$ cat src/rtl/req_encoder_16_pkg.sv
// Shared definitions for the 16-input request encoder.
// Holds the request/code/count widths, the output-stage state type and a
// population-count helper used to derive cnt_o from the pending mask.
package req_encoder_16_pkg;

  localparam int N_REQ  = 16;
  localparam int CODE_W = 4;
  localparam int CNT_W  = 5;

  // Output stage: EMPTY means nothing is presented, FULL means code_o is valid.
  typedef enum logic [0:0] {
    EMPTY = 1'b0,
    FULL  = 1'b1
  } out_state_e;

  function automatic logic [CNT_W-1:0] popcount16(input logic [N_REQ-1:0] mask);
    logic [CNT_W-1:0] sum;
    sum = '0;
    for (int k = 0; k < N_REQ; k++) begin
      sum = sum + CNT_W'(mask[k]);
    end
    return sum;
  endfunction

endpackage

$ cat src/rtl/req_encoder_16_prio_enc16.sv
// Fixed-priority encoder, purely combinational.
// Ports:
//   i_vec : 16-bit multi-hot input vector
//   o_idx : index of the highest set bit (0 when nothing is set)
//   o_any : 1 when at least one bit of i_vec is set
module prio_enc16
  import req_encoder_16_pkg::*;
(
  input  logic [N_REQ-1:0]  i_vec,
  output logic [CODE_W-1:0] o_idx,
  output logic              o_any
);

  // Scan upward so the last set bit found, i.e. the highest index, wins.
  always_comb begin
    o_idx = '0;
    o_any = 1'b0;
    for (int k = 0; k < N_REQ; k++) begin
      if (i_vec[k]) begin
        o_idx = CODE_W'(k);
        o_any = 1'b1;
      end
    end
  end

endmodule

$ cat src/rtl/req_encoder_16.sv
// Request encoder with a pending mask and a one-entry output stage.
// Requests are accumulated into a pending mask; whenever the output stage
// can take a new entry, the highest-numbered candidate is presented as a
// binary code and removed from the mask.
// Ports:
//   clk      : clock, rising edge
//   rst_n    : asynchronous active-low reset
//   en_i     : request-capture enable
//   clr_i    : synchronous flush of pending and presented requests
//   req_i    : 16-bit multi-hot request vector
//   ready_i  : consumer accepts code_o this cycle
//   valid_o  : code_o holds a served index
//   code_o   : presented index (0 when not valid)
//   pend_o   : pending mask, excluding the presented index
//   cnt_o    : number of pending requests
module req_encoder_16
  import req_encoder_16_pkg::*;
(
  input  logic              clk,
  input  logic              rst_n,
  input  logic              en_i,
  input  logic              clr_i,
  input  logic [N_REQ-1:0]  req_i,
  input  logic              ready_i,
  output logic              valid_o,
  output logic [CODE_W-1:0] code_o,
  output logic [N_REQ-1:0]  pend_o,
  output logic [CNT_W-1:0]  cnt_o
);

  out_state_e        r_state;
  logic [CODE_W-1:0] r_code;
  logic [N_REQ-1:0]  r_pend;

  logic [N_REQ-1:0]  w_cand;
  logic              w_take;
  logic [CODE_W-1:0] w_idx;
  logic              w_any;
  logic [N_REQ-1:0]  w_clrMask;

  // The presented index is not part of r_pend, so a fresh request for it
  // lands in the mask and gets served a second time later.
  assign w_cand = r_pend | (en_i ? req_i : '0);

  // The output stage can load when it is empty or is being drained now.
  assign w_take = (r_state == EMPTY) || ready_i;

  prio_enc16 u_prio (
    .i_vec (w_cand),
    .o_idx (w_idx),
    .o_any (w_any)
  );

  assign w_clrMask = {{(N_REQ-1){1'b0}}, 1'b1} << w_idx;

  // Flush has priority over both capture and handshake. A load with no
  // candidate empties the stage and zeroes the code so code_o reads 0
  // whenever valid_o is low.
  always_ff @(posedge clk or negedge rst_n) begin
    if (!rst_n) begin
      r_state <= EMPTY;
      r_code  <= '0;
      r_pend  <= '0;
    end else if (clr_i) begin
      r_state <= EMPTY;
      r_code  <= '0;
      r_pend  <= '0;
    end else if (w_take) begin
      if (w_any) begin
        r_state <= FULL;
        r_code  <= w_idx;
        r_pend  <= w_cand & ~w_clrMask;
      end else begin
        r_state <= EMPTY;
        r_code  <= '0;
        r_pend  <= '0;
      end
    end else begin
      r_pend <= w_cand;
    end
  end

  assign valid_o = (r_state == FULL);
  assign code_o  = r_code;
  assign pend_o  = r_pend;
  assign cnt_o   = popcount16(r_pend);

endmodule
$ cat config.mk
export PLATFORM = sky130hd
export DESIGN_NAME = req_encoder_16
export DESIGN_NICKNAME = d
export VERILOG_FILES = /design/src/rtl/req_encoder_16_pkg.sv /design/src/rtl/req_encoder_16_prio_enc16.sv /design/src/rtl/req_encoder_16.sv
export SDC_FILE = /design/constraint.sdc
export NUM_CORES = 1
export LEC_CHECK = 0
export ABC_AREA = 1
export CORE_ASPECT_RATIO = 1.75
export CORE_UTILIZATION = 51
export CTS_CLUSTER_SIZE = 12
export DETAILED_ROUTE_END_ITERATION = 10
export HOLD_SLACK_MARGIN = 0.06
export PLACE_DENSITY = 0.85
export SYNTH_ARGS = -nofsm -noshare
export SYNTH_HDL_FRONTEND = slang
export SYNTH_SLANG_ARGS = --single-unit
export TNS_END_PERCENT = 50
$ cat constraint.sdc
create_clock -name clk -period 10.5 [get_ports clk]
set_input_delay 2.1 -clock clk [delete_from_list [all_inputs] [get_ports clk]]
set_output_delay 2.1 -clock clk [all_outputs]
set_load 0.005 [all_outputs]
---- Yosys cells after proc, flatten, opt, wreduce, memory -nomap -nowiden ----
Cells that the tools add are included.
word-level totals
  register bits ........................... 21
  bits of input ports ..................... 21
  output and inout bits ................... 26
  word-level logic and storage cells ...... 66
operators by class
  $add $sub $neg .......................... 15
  shifts and indexed selects .............. 1
  mux-type cells .......................... 41
  bitwise logic cells ..................... 4
  reductions and logical operators ........ 2
operators by type and width
  cell                                                                number
  16-bit two-way mux                                                  4
  5-bit by 1-bit adder with 5-bit output                              11
  4-bit two-way mux                                                   11
  1-bit two-way mux                                                   20
  16-bit AND                                                          1
  16-bit NOT                                                          1
  16-bit OR                                                           1
  1-bit by 4-bit << shifter with 16-bit output, first input constant  1
  3-bit two-way mux                                                   4
  4-bit by 1-bit adder with 5-bit output                              1
  3-bit by 1-bit adder with 4-bit output                              1
  2-bit two-way mux                                                   2
  2-bit by 1-bit adder with 3-bit output                              1
  1-bit by 1-bit adder with 2-bit output                              1
  2-bit nonzero test                                                  1
  1-bit logical OR                                                    1
  1-bit NOT                                                           1

---- Logic depth before layout (Yosys ltp) ----
  word-level depth ........................ 23
  depth in mapped cells ................... 21
  gate-level depth less buffers ........... 20

---- Cells and area by module ----
Synthesis repeated with hierarchy kept, for this count alone.
unflattened totals
  cells, all modules ...................... 241
  area total of the unflattened synthesis .. 1776.7 sq um
by module, submodules not included
  module          instances  cells each  area an instance (sq um)  seq. area each (sq um)
  req_encoder_16  1          193         1571.5                    525.5
  prio_enc16      1          48          205.2                     0.0

---- Worst setup path before layout ----
No wires, ideal clock.
  kind .................................... register to output
  from .................................... register r_pend[0] (netlist: pend_o[0])
  to ...................................... output cnt_o[4]
  arrival ................................. 3209 ps
  required time ........................... 8400 ps
  path slack .............................. 5191 ps
  cell stages (with the launch flop) ...... 11
  buffers on the path ..................... 0
  cells stage by stage .................... dfrtp_1 > fa_1 > inv_1 > fa_1 > fa_1 > fa_1 > inv_1 > ha_1 > inv_1 > fa_1 > o21ai_0
between the ends
  longest elaborated chain between the ends .. 15
RTL lines
  item                                                  line                      source
  start: declaration                                    req_encoder_16.sv:33      logic [N_REQ-1:0] r_pend;
  start signal: assignment                              req_encoder_16.sv:72      r_pend <= w_cand & ~w_clrMask;
  start signal: assignment                              req_encoder_16.sv:79      r_pend <= w_cand;
  1-bit by 1-bit adder with 2-bit output                req_encoder_16_pkg.sv:20  sum = sum + CNT_W'(mask[k]);
  2-bit by 1-bit adder with 3-bit output                req_encoder_16_pkg.sv:20
  3-bit by 1-bit adder with 4-bit output                req_encoder_16_pkg.sv:20
  4-bit by 1-bit adder with 5-bit output                req_encoder_16_pkg.sv:20
  5-bit by 1-bit adder with 5-bit output (11 in a row)  req_encoder_16_pkg.sv:20
  end: declaration                                      req_encoder_16.sv:28      output logic [CNT_W-1:0] cnt_o
No other way between the ends.

---- Worst setup path after layout ----
Same ends and word-level chain as after synthesis.

==> metrics <==
outcome finished clean; Post-synth top flop dfrtp_1; worst vdd ir 0.105 mV; PortBufs 46; largest net degree at the start of global routing 22; CTS root buf clkbuf_8; Hold Path Class reg -> reg; Async SR Flop Fraction 100%; final hold vios 0; syn_nets 224; sequential area share after synthesis 32.0%; core area 2990 um^2; r2r setup slk 8.48 ns; clk_skew 0.00362 ns; number of flops mapped to enable cells by yosys 0; hold buffer count at CTS 0; unrepaired setup endpoints after global routing false; CTS tree built; Sum Neg Setup Slack 0 ns; Avg Cell Area, Syn 8.73 um^2; min-delay src code_o[1]; CTS buffer count 3; Detail Route Antenna Nets 0; Die Y 77.0 um; Largest stage delay, worst path 0.55 ns; area of the die 3460 um^2; Max Freq 163 MHz; Worst Setup End Kind output port; minimum clock period 6.13 ns; Detail Placement HPWL 3320 um; power per cell area 141 nW/um^2; kind of critical path reg -> out; Max-slew headroom 29.8%; CP required 8.40 ns; IO Pins 47; Clock Latency Late Sink 0.27 ns; Lkg Pwr 1.05 nW; Synth warnings 0; Total GRT Usage 25.7%; Die Width 44.9 um; Cells after Synth 188; crit path max-delay cell type fa_1; post-CTS resize count 0; routed vias/inst 5.09; CP startpoint kind register; cells along the critical path fa_1, inv_1, fa_1, fa_1, fa_1, inv_1, ha_1, inv_1, fa_1, o21ai_0, clkdlybuf4s50_1; max-cap viol count 0; Worst-Margin Slew 1.05 ns; Worst Path Max Fanout 3; cell mode on critical path fa_1; Synth-to-Final Area Change 32.3%; first-pass GRT wire length 6470 um; Worst-path clk slew 0.08 ns; initial core utilization 54.8%; gpl congestion 0.900; Post-Route WL 4030 um; Critical R2R Capture pend_o[11]; initial antenna violation count 0; proportion of layout cells with a drive suffix above 1 15.7%; DR DRC count 0; Finish-stage setup viols 0; H-tree depth 1; Critical path buffers and inverters 4; hold_ws 0.534 ns; post-CTS setup buffer count 0; WP data arrival 4.03 ns; vias in the first global route 1406; aggregate global routing overflow 0; synthesized flop and latch total 21; R2R depth 18; hold path depth 2; WL/cell 14.5 um; origin of the critical flop-to-flop path pend_o[2]; nets 272; Sink Count 21; Cell Area, Synth 1640 um^2; Slew Viols, Final 0; number of DRC markers in iteration 0 30; num rows 26; Max Root-Sink Buffers 2; top cell family by delay on the critical path adder cells; Hold Path Sink code_o[1]; Pre-antenna DRT Iters 4; Inserted Diodes 0; Vias 1409; synth unique cells 33; crit share post-route 58.4%
-- where the power goes --
group | total [W] | internal [W] | switching [W]
Sequential | 0.0000935 | 0.0000873 | 0.00000618
Combinational | 0.000158 | 0.0000809 | 0.0000774
Clock | 0.0000537 | 0.0000265 | 0.0000272
Total | 0.000305 | 0.000195 | 0.000111
-- cells in the final DEF, fill, tap and decap left out, types with 2 or more instances in the layout --
cell / synthesis / routed
nor2_2: 2 / 2
o31ai_1: 4 / 4
o21ai_1: 5 / 5
a21oi_4: 5 / 5
dfrtp_1: 21 / 21
o21ai_0: 5 / 5
nand4_1: 2 / 2
nand2_4: 2 / 2
inv_1: 33 / 33
nand3_1: 8 / 8
nand2_1: 25 / 25
nor3_1: 2 / 2
a21oi_2: 6 / 6
nor2_4: 3 / 3
ha_1: 5 / 5
clkdlybuf4s50_1: 0 / 46
fa_1: 10 / 10
inv_2: 5 / 5
a21oi_1: 8 / 8
nand3_2: 3 / 3
nand2_2: 7 / 7
nor2_1: 14 / 14
a311oi_1: 2 / 2
clkbuf_8: 0 / 3
-- cell type report --
cell class	count	area, um^2
clock inverter	1	5.00
tap	42	52.6
sequential	21	526
clock buffer	3	41.3
inverter	39	146
fill	228	823
multi-input combinational	125	938
timing repair buffer	46	460
-- cell families after synthesis --
logic type	count (synthesis)	share of synthesized area [%]
AND/OR/NAND/NOR	70	22.3
flip-flops	21	32.0
XOR/XNOR	2	1.07
AO/OA/AOI/OAI	38	17.8
adder cells (fa/ha/maj)	15	16.0
buffers and inverters	42	10.8
-- registers in the layout, indices dropped and copies added, names as in the netlist --
register  count
code_o        4
valid_o       1
pend_o       16
-- cell usage after synthesis, types with 5 or more instances --
cell | number | area share [%]
a21oi_2 | 6 | 3.2
inv_1 | 33 | 7.6
o21ai_1 | 5 | 1.5
nand3_1 | 8 | 2.4
nand2_1 | 25 | 5.7
inv_2 | 5 | 1.1
nor2_1 | 14 | 3.2
a21oi_4 | 5 | 5.0
o21ai_0 | 5 | 1.5
ha_1 | 5 | 3.8
fa_1 | 10 | 12
dfrtp_1 | 21 | 32
a21oi_1 | 8 | 2.4
nand2_2 | 7 | 2.7
-- worst max-delay path by stage --
stage | slack (ns) | start | depth (start not counted) | end
global placement | 4.71 | pend_o[0] | 11 | cnt_o[4]
detailed placement | 4.66 | pend_o[0] | 11 | cnt_o[4]
finish | 4.37 | pend_o[0] | 11 | cnt_o[4]
floorplan | 5.19 | pend_o[0] | 10 | cnt_o[4]
CTS | 4.36 | pend_o[0] | 11 | cnt_o[4]
global route | 4.16 | pend_o[0] | 11 | cnt_o[4]
-- stage by stage --
stage | utilization (%) | total power, W | instance area, um^2 | instances | worst slack (ns)
global placement | 70.9 | 0.000248 | 2120 | 273 | 4.71
floorplan | - | 0.000181 | 1640 | 188 | 5.19
finish | 72.5 | 0.000305 | 2170 | 277 | 4.37
detailed placement | 70.9 | 0.000255 | 2120 | 273 | 4.66
CTS | 72.5 | 0.000308 | 2170 | 277 | 4.36
global route | 72.5 | 0.000330 | 2170 | 277 | 4.16
-- worst register-to-register path, stage by stage (launching register included) --
cell and delay, ns:
dfrtp_1 0.44, a21oi_4 0.15, nand2_1 0.07, nand2_1 0.05, nand2_1 0.05, nand2_1 0.06, nand2_1 0.05, nand2_1 0.08
nand2_1 0.05, nand2_1 0.06, nand2_1 0.05, nand2_1 0.06, nand2_1 0.07, nand2_2 0.15, nand2_2 0.08, nand2_2 0.13
nand4_1 0.10, o21ai_1 0.14, nor2_1 0.06
-- routing by layer --
metal | track usage, % | wire length [um] | vias to the layer above
met5 | 0 | 0 | -
met4 | 9.09 | 98 | 0
met3 | 2.82 | 145 | 9
met2 | 48.2 | 2350 | 46
met1 | 27.6 | 1430 | 659
li1 | - | - | 695
No activity file was read; power rests on OpenSTA's default activity.
